### config.mk
export PLATFORM = sky130hd
export DESIGN_NAME = s_type_store_unit_flat
export DESIGN_NICKNAME = d
export VERILOG_FILES = /design/src/rtl/s_type_store_unit_if.sv /design/src/rtl/s_type_store_unit.sv /design/src/flat_wrapper.sv
export SDC_FILE = /design/constraint.sdc
export NUM_CORES = 1
export LEC_CHECK = 0
export CAP_MARGIN = 20
export CORE_UTILIZATION = 30
export DETAILED_ROUTE_END_ITERATION = 10
export PLACE_DENSITY = 0.82
export REMOVE_ABC_BUFFERS = 1
export SLEW_MARGIN = 10
export SYNTH_ARGS = -nofsm -noshare
export SYNTH_HDL_FRONTEND = slang
export SYNTH_SLANG_ARGS = --single-unit
### constraint.sdc
create_clock -name clk -period 2.85 [get_ports clk]
set_input_delay 0.4275 -clock clk [delete_from_list [all_inputs] [get_ports clk]]
set_output_delay 0.4275 -clock clk [all_outputs]
set_load 0.02 [all_outputs]
### src/rtl/s_type_store_unit_if.sv
// Store-path bundle between the core and the S-type store unit.
// The master side supplies the instruction/address/data inputs; the slave
// side (the store unit) returns byte enables, lane data, immediate and fault
// status.
interface s_type_store_unit_if #(
  parameter int XLEN = 32
);
  logic [31:0]     idata;
  logic [XLEN-1:0] iaddr;
  logic [XLEN-1:0] daddr;
  logic [XLEN-1:0] rs2_data;
  logic [3:0]      we_S;
  logic [XLEN-1:0] wdata_S;
  logic [XLEN-1:0] imm_S;
  logic            is_store;
  logic            misaligned;
  logic            fault_valid;
  logic [XLEN-1:0] fault_pc;
  logic [XLEN-1:0] fault_addr;

  modport master (
    output idata, iaddr, daddr, rs2_data,
    input  we_S, wdata_S, imm_S, is_store, misaligned,
    input  fault_valid, fault_pc, fault_addr
  );

  modport slave (
    input  idata, iaddr, daddr, rs2_data,
    output we_S, wdata_S, imm_S, is_store, misaligned,
    output fault_valid, fault_pc, fault_addr
  );
endinterface

### src/rtl/s_type_store_unit.sv
// S-type store decoder for the single-cycle RV32I core.
// Decodes SB/SH/SW, produces byte-lane write enables and lane-replicated
// store data, the sign-extended S-immediate, and a sticky record of the
// first misaligned store (its PC and effective address).
module s_type_store_unit #(
  parameter int          XLEN         = 32,
  parameter logic [6:0]  STORE_OPCODE = 7'b0100011
) (
  input  logic                  clk,
  input  logic                  reset,
  s_type_store_unit_if.slave    sif
);

  localparam logic [2:0] F3_SB = 3'b000;
  localparam logic [2:0] F3_SH = 3'b001;
  localparam logic [2:0] F3_SW = 3'b010;

  // Sign-extend the split S-immediate {idata[31:25], idata[11:7]}.
  function automatic logic signed [XLEN-1:0] sext_imm_s(input logic [31:0] insn);
    logic signed [11:0] imm12;
    imm12 = $signed({insn[31:25], insn[11:7]});
    return XLEN'(imm12);
  endfunction

  // Byte-lane enables for an aligned access; misaligned accesses write nothing.
  function automatic logic [3:0] lane_enables(input logic [2:0] f3,
                                              input logic [1:0] off);
    logic [3:0] we;
    we = 4'b0000;
    case (f3)
      F3_SB:   we = 4'b0001 << off;
      F3_SH:   we = off[0] ? 4'b0000 : (4'b0011 << off);
      F3_SW:   we = (off == 2'b00) ? 4'b1111 : 4'b0000;
      default: we = 4'b0000;
    endcase
    return we;
  endfunction

  // Alignment violation for a legal store width at the given byte offset.
  function automatic logic is_misaligned(input logic [2:0] f3,
                                         input logic [1:0] off);
    logic bad;
    bad = 1'b0;
    case (f3)
      F3_SH:   bad = off[0];
      F3_SW:   bad = (off != 2'b00);
      default: bad = 1'b0;
    endcase
    return bad;
  endfunction

  // Replicate the source value so every candidate lane carries the datum.
  function automatic logic [XLEN-1:0] lane_data(input logic [2:0]      f3,
                                                input logic [XLEN-1:0] src);
    logic [XLEN-1:0] d;
    d = '0;
    case (f3)
      F3_SB:   d = {4{src[7:0]}};
      F3_SH:   d = {2{src[15:0]}};
      F3_SW:   d = src;
      default: d = '0;
    endcase
    return d;
  endfunction

  logic [6:0]             opcode;
  logic [2:0]             funct3;
  logic [1:0]             byte_off;
  logic                   opcode_hit;
  logic                   funct3_legal;
  logic                   store_hit;
  logic                   store_misaligned;
  logic [3:0]             store_we;
  logic [XLEN-1:0]        store_wdata;
  logic signed [XLEN-1:0] store_imm;

  logic                   fault_valid_q, fault_valid_d;
  logic [XLEN-1:0]        fault_pc_q,    fault_pc_d;
  logic [XLEN-1:0]        fault_addr_q,  fault_addr_d;

  assign opcode   = sif.idata[6:0];
  assign funct3   = sif.idata[14:12];
  assign byte_off = sif.daddr[1:0];

  // Decode the store, then derive enables, lane data and alignment status.
  always_comb begin
    opcode_hit       = (opcode == STORE_OPCODE);
    funct3_legal     = (funct3 == F3_SB) || (funct3 == F3_SH) || (funct3 == F3_SW);
    store_hit        = opcode_hit && funct3_legal;
    store_we         = 4'b0000;
    store_wdata      = '0;
    store_misaligned = 1'b0;
    if (store_hit) begin
      store_we         = lane_enables(funct3, byte_off);
      store_wdata      = lane_data(funct3, sif.rs2_data);
      store_misaligned = is_misaligned(funct3, byte_off);
    end
    store_imm = sext_imm_s(sif.idata);
  end

  // Capture only the first misaligned store; later ones leave the record intact.
  always_comb begin
    fault_valid_d = fault_valid_q;
    fault_pc_d    = fault_pc_q;
    fault_addr_d  = fault_addr_q;
    if (store_misaligned && !fault_valid_q) begin
      fault_valid_d = 1'b1;
      fault_pc_d    = sif.iaddr;
      fault_addr_d  = sif.daddr;
    end
  end

  // Fault record; reset wins over a coincident capture.
  always_ff @(posedge clk) begin
    if (!reset) begin
      fault_valid_q <= 1'b0;
      fault_pc_q    <= '0;
      fault_addr_q  <= '0;
    end else begin
      fault_valid_q <= fault_valid_d;
      fault_pc_q    <= fault_pc_d;
      fault_addr_q  <= fault_addr_d;
    end
  end

  assign sif.is_store    = store_hit;
  assign sif.we_S        = store_we;
  assign sif.wdata_S     = store_wdata;
  assign sif.imm_S       = store_imm;
  assign sif.misaligned  = store_misaligned;
  assign sif.fault_valid = fault_valid_q;
  assign sif.fault_pc    = fault_pc_q;
  assign sif.fault_addr  = fault_addr_q;

endmodule

### src/flat_wrapper.sv
// flat-port wrapper written by rule: the top's interface ports become plain ports
module s_type_store_unit_flat 
#(
  parameter int          XLEN         = 32,
  parameter logic [6:0]  STORE_OPCODE = 7'b0100011
)
  (clk, reset, sif_idata, sif_iaddr, sif_daddr, sif_rs2_data, sif_we_S, sif_wdata_S, sif_imm_S, sif_is_store, sif_misaligned, sif_fault_valid, sif_fault_pc, sif_fault_addr);
  s_type_store_unit_if #(.XLEN(XLEN)) sif_i ();
  input  logic clk;
  input  logic reset;
  input wire logic [$bits(sif_i.idata)-1:0] sif_idata;
  input wire logic [$bits(sif_i.iaddr)-1:0] sif_iaddr;
  input wire logic [$bits(sif_i.daddr)-1:0] sif_daddr;
  input wire logic [$bits(sif_i.rs2_data)-1:0] sif_rs2_data;
  output wire logic [$bits(sif_i.we_S)-1:0] sif_we_S;
  output wire logic [$bits(sif_i.wdata_S)-1:0] sif_wdata_S;
  output wire logic [$bits(sif_i.imm_S)-1:0] sif_imm_S;
  output wire logic [$bits(sif_i.is_store)-1:0] sif_is_store;
  output wire logic [$bits(sif_i.misaligned)-1:0] sif_misaligned;
  output wire logic [$bits(sif_i.fault_valid)-1:0] sif_fault_valid;
  output wire logic [$bits(sif_i.fault_pc)-1:0] sif_fault_pc;
  output wire logic [$bits(sif_i.fault_addr)-1:0] sif_fault_addr;
  assign sif_i.idata = sif_idata;
  assign sif_i.iaddr = sif_iaddr;
  assign sif_i.daddr = sif_daddr;
  assign sif_i.rs2_data = sif_rs2_data;
  assign sif_we_S = sif_i.we_S;
  assign sif_wdata_S = sif_i.wdata_S;
  assign sif_imm_S = sif_i.imm_S;
  assign sif_is_store = sif_i.is_store;
  assign sif_misaligned = sif_i.misaligned;
  assign sif_fault_valid = sif_i.fault_valid;
  assign sif_fault_pc = sif_i.fault_pc;
  assign sif_fault_addr = sif_i.fault_addr;
  s_type_store_unit #(.XLEN(XLEN), .STORE_OPCODE(STORE_OPCODE)) u_core (.clk(clk), .reset(reset), .sif(sif_i));
endmodule
==> flow_metrics.py, run 1 <==
metrics = {
    "outcome": {
        "outcome": "finished, final reports clean",
    },
    "floorplan": {
        "die_area_mm2": 0.0121,
        "initial_core_util_pct": 30.8,
        "die_w_um": 110,
        "rows": 39,
        "pin_count": 265,
        "fp.coreArea_mm2": 0.0114,
        "fp.dieH_um": 110,
    },
    "setup_path": {
        "path_max_fanout": 11,
        "timing_worst_setup_path_type": "input pin to primary output",
        "cp-start-kind": "input pin",
        "crit_path_end_kind": "primary output",
        "ff2ff_path_depth": 3,
        "r2r_end": "u_core.sif.fault_pc[15]$_SDFFE_PN0P_",
        "r2r_setup_slack_ns": 1.53,
        "rr_startpoint": "u_core.sif.fault_valid$_SDFFE_PN0P_",
        "worstPathArrival_ns": 2.33,
        "worst_ep_required_time_ns": 2.42,
    },
    "layout": {
        "diodes": 0,
        "syn2layout_area_growth_pct": 67.0,
        "drive_gt1_share_pct": 7.79,
        "final_cells": 746,
        "finalNetCount": 728,
    },
    "timing": {
        "finalHoldViolCount": 0,
        "worst_slew_pin_slew_ns": 0.615,
        "drv_slew": 0,
        "finalSetupViolCount": 0,
        "period_minus_slack_ns": 2.76,
        "fin_crit_sh_pct": 96.7,
        "fin_skew_ns": 0.00468,
        "relSlewSlack_pct": 59.0,
        "fmax_mhz": 363,
        "fin_tns_setup_ns": 0,
    },
    "placement": {
        "gp_congestion": 0.704,
        "io_buffers": 210,
        "placedCellCount": 730,
        "dpl.hpwl_mm": 8.29,
    },
    "clocking": {
        "cts_tree": "done",
        "cts-root-buf": "clkbuf_16",
        "numCtsBuffers": 9,
        "worstSkewPairLatency_ns": 0.33,
        "clkSinkCount": 65,
        "cts_setup_buffers": 0,
        "cts_max_level": 3,
        "ctsHoldBuffers": 0,
        "clk_path_buf_depth": 2,
        "clk_transition_reported_paths_ns": 0.05,
    },
    "yosys": {
        "syn_inst": 424,
        "synthSimpleGateAreaFrac_pct": 23.2,
        "synth_top_family_by_area": "simple AND/OR/NAND/NOR gates",
        "ys_seq_elements": 65,
        "synth_warnings": 0,
        "synth_mux_area_share_pct": 20.6,
        "post_synth_fa_ha_maj_area_fraction_pct": 0,
        "synth_xor_area_share_pct": 0.250,
        "synthesis.area_mm2": 0.00350,
        "synth_compound_area_share_pct": 5.04,
        "yosysSeqAreaShare_pct": 37.2,
        "yosysUniqueCellTypes": 28,
        "avgSynthCellArea_um2": 8.25,
    },
    "worst_hold_path": {
        "worstHoldStart": "u_core.sif.fault_addr[8]$_SDFFE_PN0P_",
        "worstHoldPathType": "flop to flop",
        "hold-path-endpoint": "u_core.sif.fault_addr[8]$_SDFFE_PN0P_",
        "min_path_cells": 2,
    },
    "grt": {
        "grt_pass1_wl_mm": 15.7,
        "antenna_found_initial": 0,
        "grt_overflow_total": 0,
        "grt_pass1_vias": 3311,
        "grt_usage_pct": 17.1,
        "grt_max_degree": 68,
    },
    "drt": {
        "totalWireLength_mm": 10.8,
        "wire_per_inst_um": 14.5,
        "viasPerCell": 4.58,
        "drt_iter0_drc": 106,
        "route.detailed.drc": 0,
        "num_vias": 3419,
        "first_pass_iters": 5,
        "ant_nets": 0,
    },
    "power_and_ir_drop": {
        "p_leak_nw": 2.56,
        "power_density_mw_per_mm2": 394,
        "ir_worst_vdd_mv": 0.270,
    },
    "job": {
        "cap_viol_max_count": 0,
    },
}
## final cells by class
class | count | area (µm²)
Timing Repair Buffer | 227 | 2320
Tap cell | 143 | 179
Inverter | 1 | 3.75
Clock buffer | 12 | 256
Multi-Input combinational cell | 294 | 1730
Clock inverter | 4 | 51.3
Fill cell | 1052 | 5530
Sequential cell | 65 | 1300
## cell families after synthesis
kind of cell / after synthesis
AND/OR/NAND/NOR: 189
multiplexers: 72
flip-flops: 65
buffers and inverters: 65
AO/OA/AOI/OAI: 32
XOR/XNOR: 1
## registers in the layout, summed over array words and instances, names as in the netlist
name	count
u_core.sif.fault_addr	32
u_core.sif.fault_pc	32
u_core.sif.fault_valid	1
## Yosys cell counts, drive strengths merged
cell type  instances  area [µm²]
a211oi             1        7.51
a21oi             27         135
a32oi              1        16.3
and2               8        50.1
buf               42         393
clkbuf            22        82.6
dfxtp             65        1300
inv                1        3.75
mux2i             72         721
nand2            144         541
nand2b             1        6.26
nand3b             1        7.51
nand4              1        6.26
nor2              12        45.0
nor2b              9        58.8
nor3               2        15.0
nor3b              1        7.51
nor4b              1        15.0
o21a               1        7.51
o21ai              2        10.0
or2                8        50.1
or3b               1        8.76
xor2               1        8.76
## how the worst max path moves through the flow
stage	start	end	slack, ns	cells after the start
final	sif_idata[12]	sif_wdata_S[15]	0.09	6
after global routing	sif_idata[3]	sif_wdata_S[15]	-0.007	6
after floorplan	sif_idata[3]	u_core.sif.fault_addr[0]$_SDFFE_PN0P_	-2.83	4
after detailed placement	sif_idata[3]	sif_wdata_S[29]	-0.05	7
after global placement	sif_idata[3]	sif_wdata_S[10]	0.01	7
after CTS	sif_idata[3]	sif_wdata_S[5]	-0.03	7
## layout by cell type, fill, tap and decap left out, types with 2 or more instances in the layout
master             n
clkdlybuf4s50_1  173
nand2_1          144
mux2i_1           72
dfxtp_1           65
a21oi_1           26
dlymetal6s2s_1    24
buf_4             14
nor2_1            12
dlygate4sd2_1     12
clkbuf_16          9
or2_2              8
nor2b_1            8
and2_1             8
buf_12             4
o21ai_0            2
clkbuf_8           2
## where the power goes
group          total (mW)  switching [mW]  internal [mW]
Clock                1.11           0.390          0.724
Sequential          0.910        0.000433          0.910
Combinational       0.278           0.104          0.174
Total                2.30           0.495           1.81
## metrics by stage
| step | area [µm²] | util, % | total power, mW | setup WS [ns] | hold WS (ns) |
|---|---|---|---|---|---|
| floorplan | 3020 | - | 0.994 | -2.83 | 0.531 |
| global placement | 5480 | 48.2 | 1.20 | 0.0108 | 0.441 |
| detailed placement | 5480 | 48.2 | 1.21 | -0.0492 | 0.451 |
| CTS | 5780 | 50.8 | 2.34 | -0.0329 | 0.460 |
| global route | 5840 | 51.4 | 2.40 | -0.00667 | 0.472 |
| finish | 5840 | 51.4 | 2.30 | 0.0930 | 0.457 |
## what timing repair did
item                       CTS  global route
resized for setup           12            25
setup endpoints to repair   17            21
pin swaps                    0             0
## critical path, stage by stage
cell and delay (ns):
clkdlybuf4s50_1 0.51, buf_4 0.25, mux2i_1 0.09, or2_2 0.29, a21oi_1 0.13, clkdlybuf4s50_1 0.62
## metal layers
layer,wire (µm),global-route usage (%),up-vias
met2,5040,29.4,175
met4,224,7.90,2
li1,-,-,1688
met5,79,5.36,-
met3,1430,9.25,21
met1,4050,16.3,1533
Power figures use the tool's default switching activity.
==> run 2, diff against run 1 <==
--- a/config.mk
+++ b/config.mk
@@ -5,10 +5,12 @@
 export SDC_FILE = /design/constraint.sdc
 export NUM_CORES = 1
 export LEC_CHECK = 0
+export ABC_AREA = 1
 export CAP_MARGIN = 20
-export CORE_UTILIZATION = 30
+export CORE_AREA = 2 2 104 106
 export DETAILED_ROUTE_END_ITERATION = 10
-export PLACE_DENSITY = 0.82
+export DIE_AREA = 0 0 106 108
+export PLACE_DENSITY = 0.89
 export REMOVE_ABC_BUFFERS = 1
 export SLEW_MARGIN = 10
 export SYNTH_ARGS = -nofsm -noshare
==> flow_metrics.py, run 2 <==
metrics = {
    "setup_path": {
        "cp-start-kind": "input pin",
        "path_max_fanout": 17,
        "crit_end": "sif_wdata_S[21]",
        "ff2ff_path_depth": 4,
        "crit_path_end_kind": "primary output",
        "startpoint": "sif_idata[13]",
        "timing_worst_setup_path_type": "input pin to primary output",
        "worst_ep_required_time_ns": 2.42,
        "worstPathArrival_ns": 2.32,
        "rr_startpoint": "u_core.sif.fault_valid$_SDFFE_PN0P_",
        "r2r_setup_slack_ns": 1.14,
        "r2r_end": "u_core.sif.fault_pc[20]$_SDFFE_PN0P_",
    },
    "layout": {
        "syn2layout_area_growth_pct": 68.6,
        "layout_common_cells": "176 x clkdlybuf4s50_1, 93 x nand2_1, 75 x a21oi_1",
        "drive_gt1_share_pct": 7.22,
        "fillers": 948,
        "fin_area_mm2": 0.00574,
        "multiInputGateArea_mm2": 0.00147,
        "final_common_cell": "clkdlybuf4s50_1",
        "regArea_mm2": 0.00130,
        "finish.utilization_pct": 56.1,
        "finalNetCount": 776,
    },
    "yosys": {
        "synth_warnings": 0,
        "synthesis.area_mm2": 0.00340,
        "synth_top_area_share_pct": 38.2,
        "synth_top_flop_cell": "dfxtp_1",
        "ys_seq_elements": 65,
        "avgSynthCellArea_um2": 7.15,
        "yosysSeqAreaShare_pct": 38.2,
        "synth-edff-count": 0,
        "synth.area.top_cells": "dfxtp_1 38%, nand4_1 12%, a21oi_1 11%, nand2_1 10%, buf_4 7.9%",
        "synthTopCellsByCount": "93 x nand2_1, 75 x a21oi_1, 65 x dfxtp_1, 65 x nand4_1, 38 x inv_1",
        "synth_largest_area_cell": "dfxtp_1",
        "ys_async_sr_fraction_pct": 0,
        "synth.most_common_cell": "nand2_1",
        "yosysUniqueCellTypes": 21,
        "syn_inst": 476,
    },
    "floorplan": {
        "initial_core_util_pct": 33.3,
        "die_area_mm2": 0.0114,
        "pin_count": 265,
        "rows": 37,
        "die_w_um": 106,
        "fp.coreArea_mm2": 0.0102,
        "fp.dieH_um": 108,
    },
    "clocking": {
        "cts_tree": "done",
        "clk_path_buf_depth": 2,
        "worstSkewPairLatency_ns": 0.34,
        "cts-root-buf": "clkbuf_8",
        "clk_transition_reported_paths_ns": 0.07,
        "clkSinkCount": 65,
        "numCtsBuffers": 9,
        "ctsHoldBuffers": 0,
        "cts_max_level": 3,
    },
    "drt": {
        "first_pass_iters": 5,
        "totalWireLength_mm": 13.2,
        "ant_nets": 0,
        "viasPerCell": 5.13,
        "wire_per_inst_um": 16.8,
        "drt_iter0_drc": 404,
        "num_vias": 4041,
        "route.detailed.drc": 0,
    },
    "placement": {
        "place_area_mm2": 0.00537,
        "pre_cts_ws_ns": -0.0513,
        "dpl.hpwl_mm": 9.50,
        "gp_congestion": 0.895,
        "io_buffers": 210,
    },
    "timing": {
        "relSlewSlack_pct": 49.3,
        "worst_slack_ns": 0.0984,
        "finalHoldViolCount": 0,
        "fin_tns_setup_ns": 0,
        "fin_skew_ns": 0.00445,
        "worst_slew_pin_slew_ns": 0.759,
        "period_minus_slack_ns": 2.75,
        "finalSetupViolCount": 0,
        "fmax_mhz": 363,
        "drv_slew": 0,
        "fin_crit_sh_pct": 96.5,
    },
    "grt": {
        "grt_pass1_vias": 3889,
        "grt_usage_pct": 22.4,
        "grt_pass1_wl_mm": 20.2,
        "antenna_found_initial": 1,
        "grt_max_degree": 66,
        "grt_overflow_total": 0,
    },
    "outcome": {
        "outcome": "finished, final reports clean",
    },
    "power_and_ir_drop": {
        "power_density_mw_per_mm2": 374,
        "ir_worst_vdd_mv": 0.240,
        "p_leak_nw": 2.64,
    },
    "worst_hold_path": {
        "worstHoldPathType": "flop to flop",
        "worstHoldStart": "u_core.sif.fault_addr[19]$_SDFFE_PN0P_",
    },
    "job": {
        "cap_viol_max_count": 0,
    },
}
[run 2: cell count changes after synthesis, moves of 7 or more]
cell,before,now
and2_1,8,0
nand4_1,1,65
nand2_1,144,93
nor2_1,12,30
or2_2,8,0
inv_1,1,38
buf_2,2,10
mux2i_1,72,0
nor2b_1,8,0
a21oi_1,27,75
o21ai_0,2,18
buf_6,2,9
[run 2: repair_timing]
action | 4_1_cts | 5_1_grt
cloned | 0 | 0
pin swaps | 0 | 0
resized for setup | 5 | 34
endpoints found under the setup margin | 9 | 34
setup buffers | 0 | 2
[run 2: worst max-delay path, cell delays in order]
cell,delay [ns]
clkdlybuf4s50_1,0.48
inv_1,0.09
nor2_1,0.15
nand2_1,0.16
clkinv_4,0.15
nand2_1,0.09
a21oi_1,0.15
clkdlybuf4s50_1,0.62
[run 2: stage by stage]
stage | hold WS (ns) | total power, mW | cells
after floorplan | 0.541 | 0.986 | 405
after global placement | 0.448 | 1.17 | 769
after detailed placement | 0.454 | 1.18 | 769
after CTS | 0.465 | 2.17 | 785
after global routing | 0.477 | 2.23 | 788
final | 0.464 | 2.15 | 788
[run 2: how the worst min path moves through the flow]
stage               cells after the start                                      to
floorplan                               2   u_core.sif.fault_addr[0]$_SDFFE_PN0P_
global placement                        2   u_core.sif.fault_addr[9]$_SDFFE_PN0P_
detailed placement                      2     u_core.sif.fault_pc[5]$_SDFFE_PN0P_
global route                            2   u_core.sif.fault_addr[9]$_SDFFE_PN0P_
finish                                  2  u_core.sif.fault_addr[19]$_SDFFE_PN0P_
CTS                                     2    u_core.sif.fault_pc[11]$_SDFFE_PN0P_
[run 2: cells by family after synthesis]
| logic type | after synthesis | share of synthesized area (%) |
|---|---|---|
| AOI/OAI and AO/OA | 102 | 15.8 |
| buffers and inverters | 111 | 18.6 |
| DFF | 65 | 38.2 |
| and+or+nand+nor | 198 | 27.4 |
[run 2: final cells by class]
cell class                 instances  share of cell area [%]
antenna                            1                  0.0436
clock buffer                      10                    2.40
clock inverter                     6                    2.01
inverter                          40                    2.77
multi-input combinational        300                    25.7
sequential                        65                    22.7
tap                              136                    2.97
timing repair buffer             230                    41.4
[run 2: where the power goes]
| part | leakage, nW | switching, mW | total, mW | internal, mW |
|---|---|---|---|---|
| Combinational | 1.99 | 0.0968 | 0.251 | 0.154 |
| Sequential | 0.523 | 0.000171 | 0.908 | 0.908 |
| Clock | 0.123 | 0.381 | 0.989 | 0.608 |
[run 2: routing by layer]
layer | global-route usage [%] | vias up | wire length (µm)
met4 | 6.77 | 2 | 270
met5 | 5.36 | - | 86
met3 | 11.1 | 26 | 1530
li1 | - | 1925 | -
met2 | 33.9 | 227 | 5900
met1 | 27.8 | 1861 | 5440
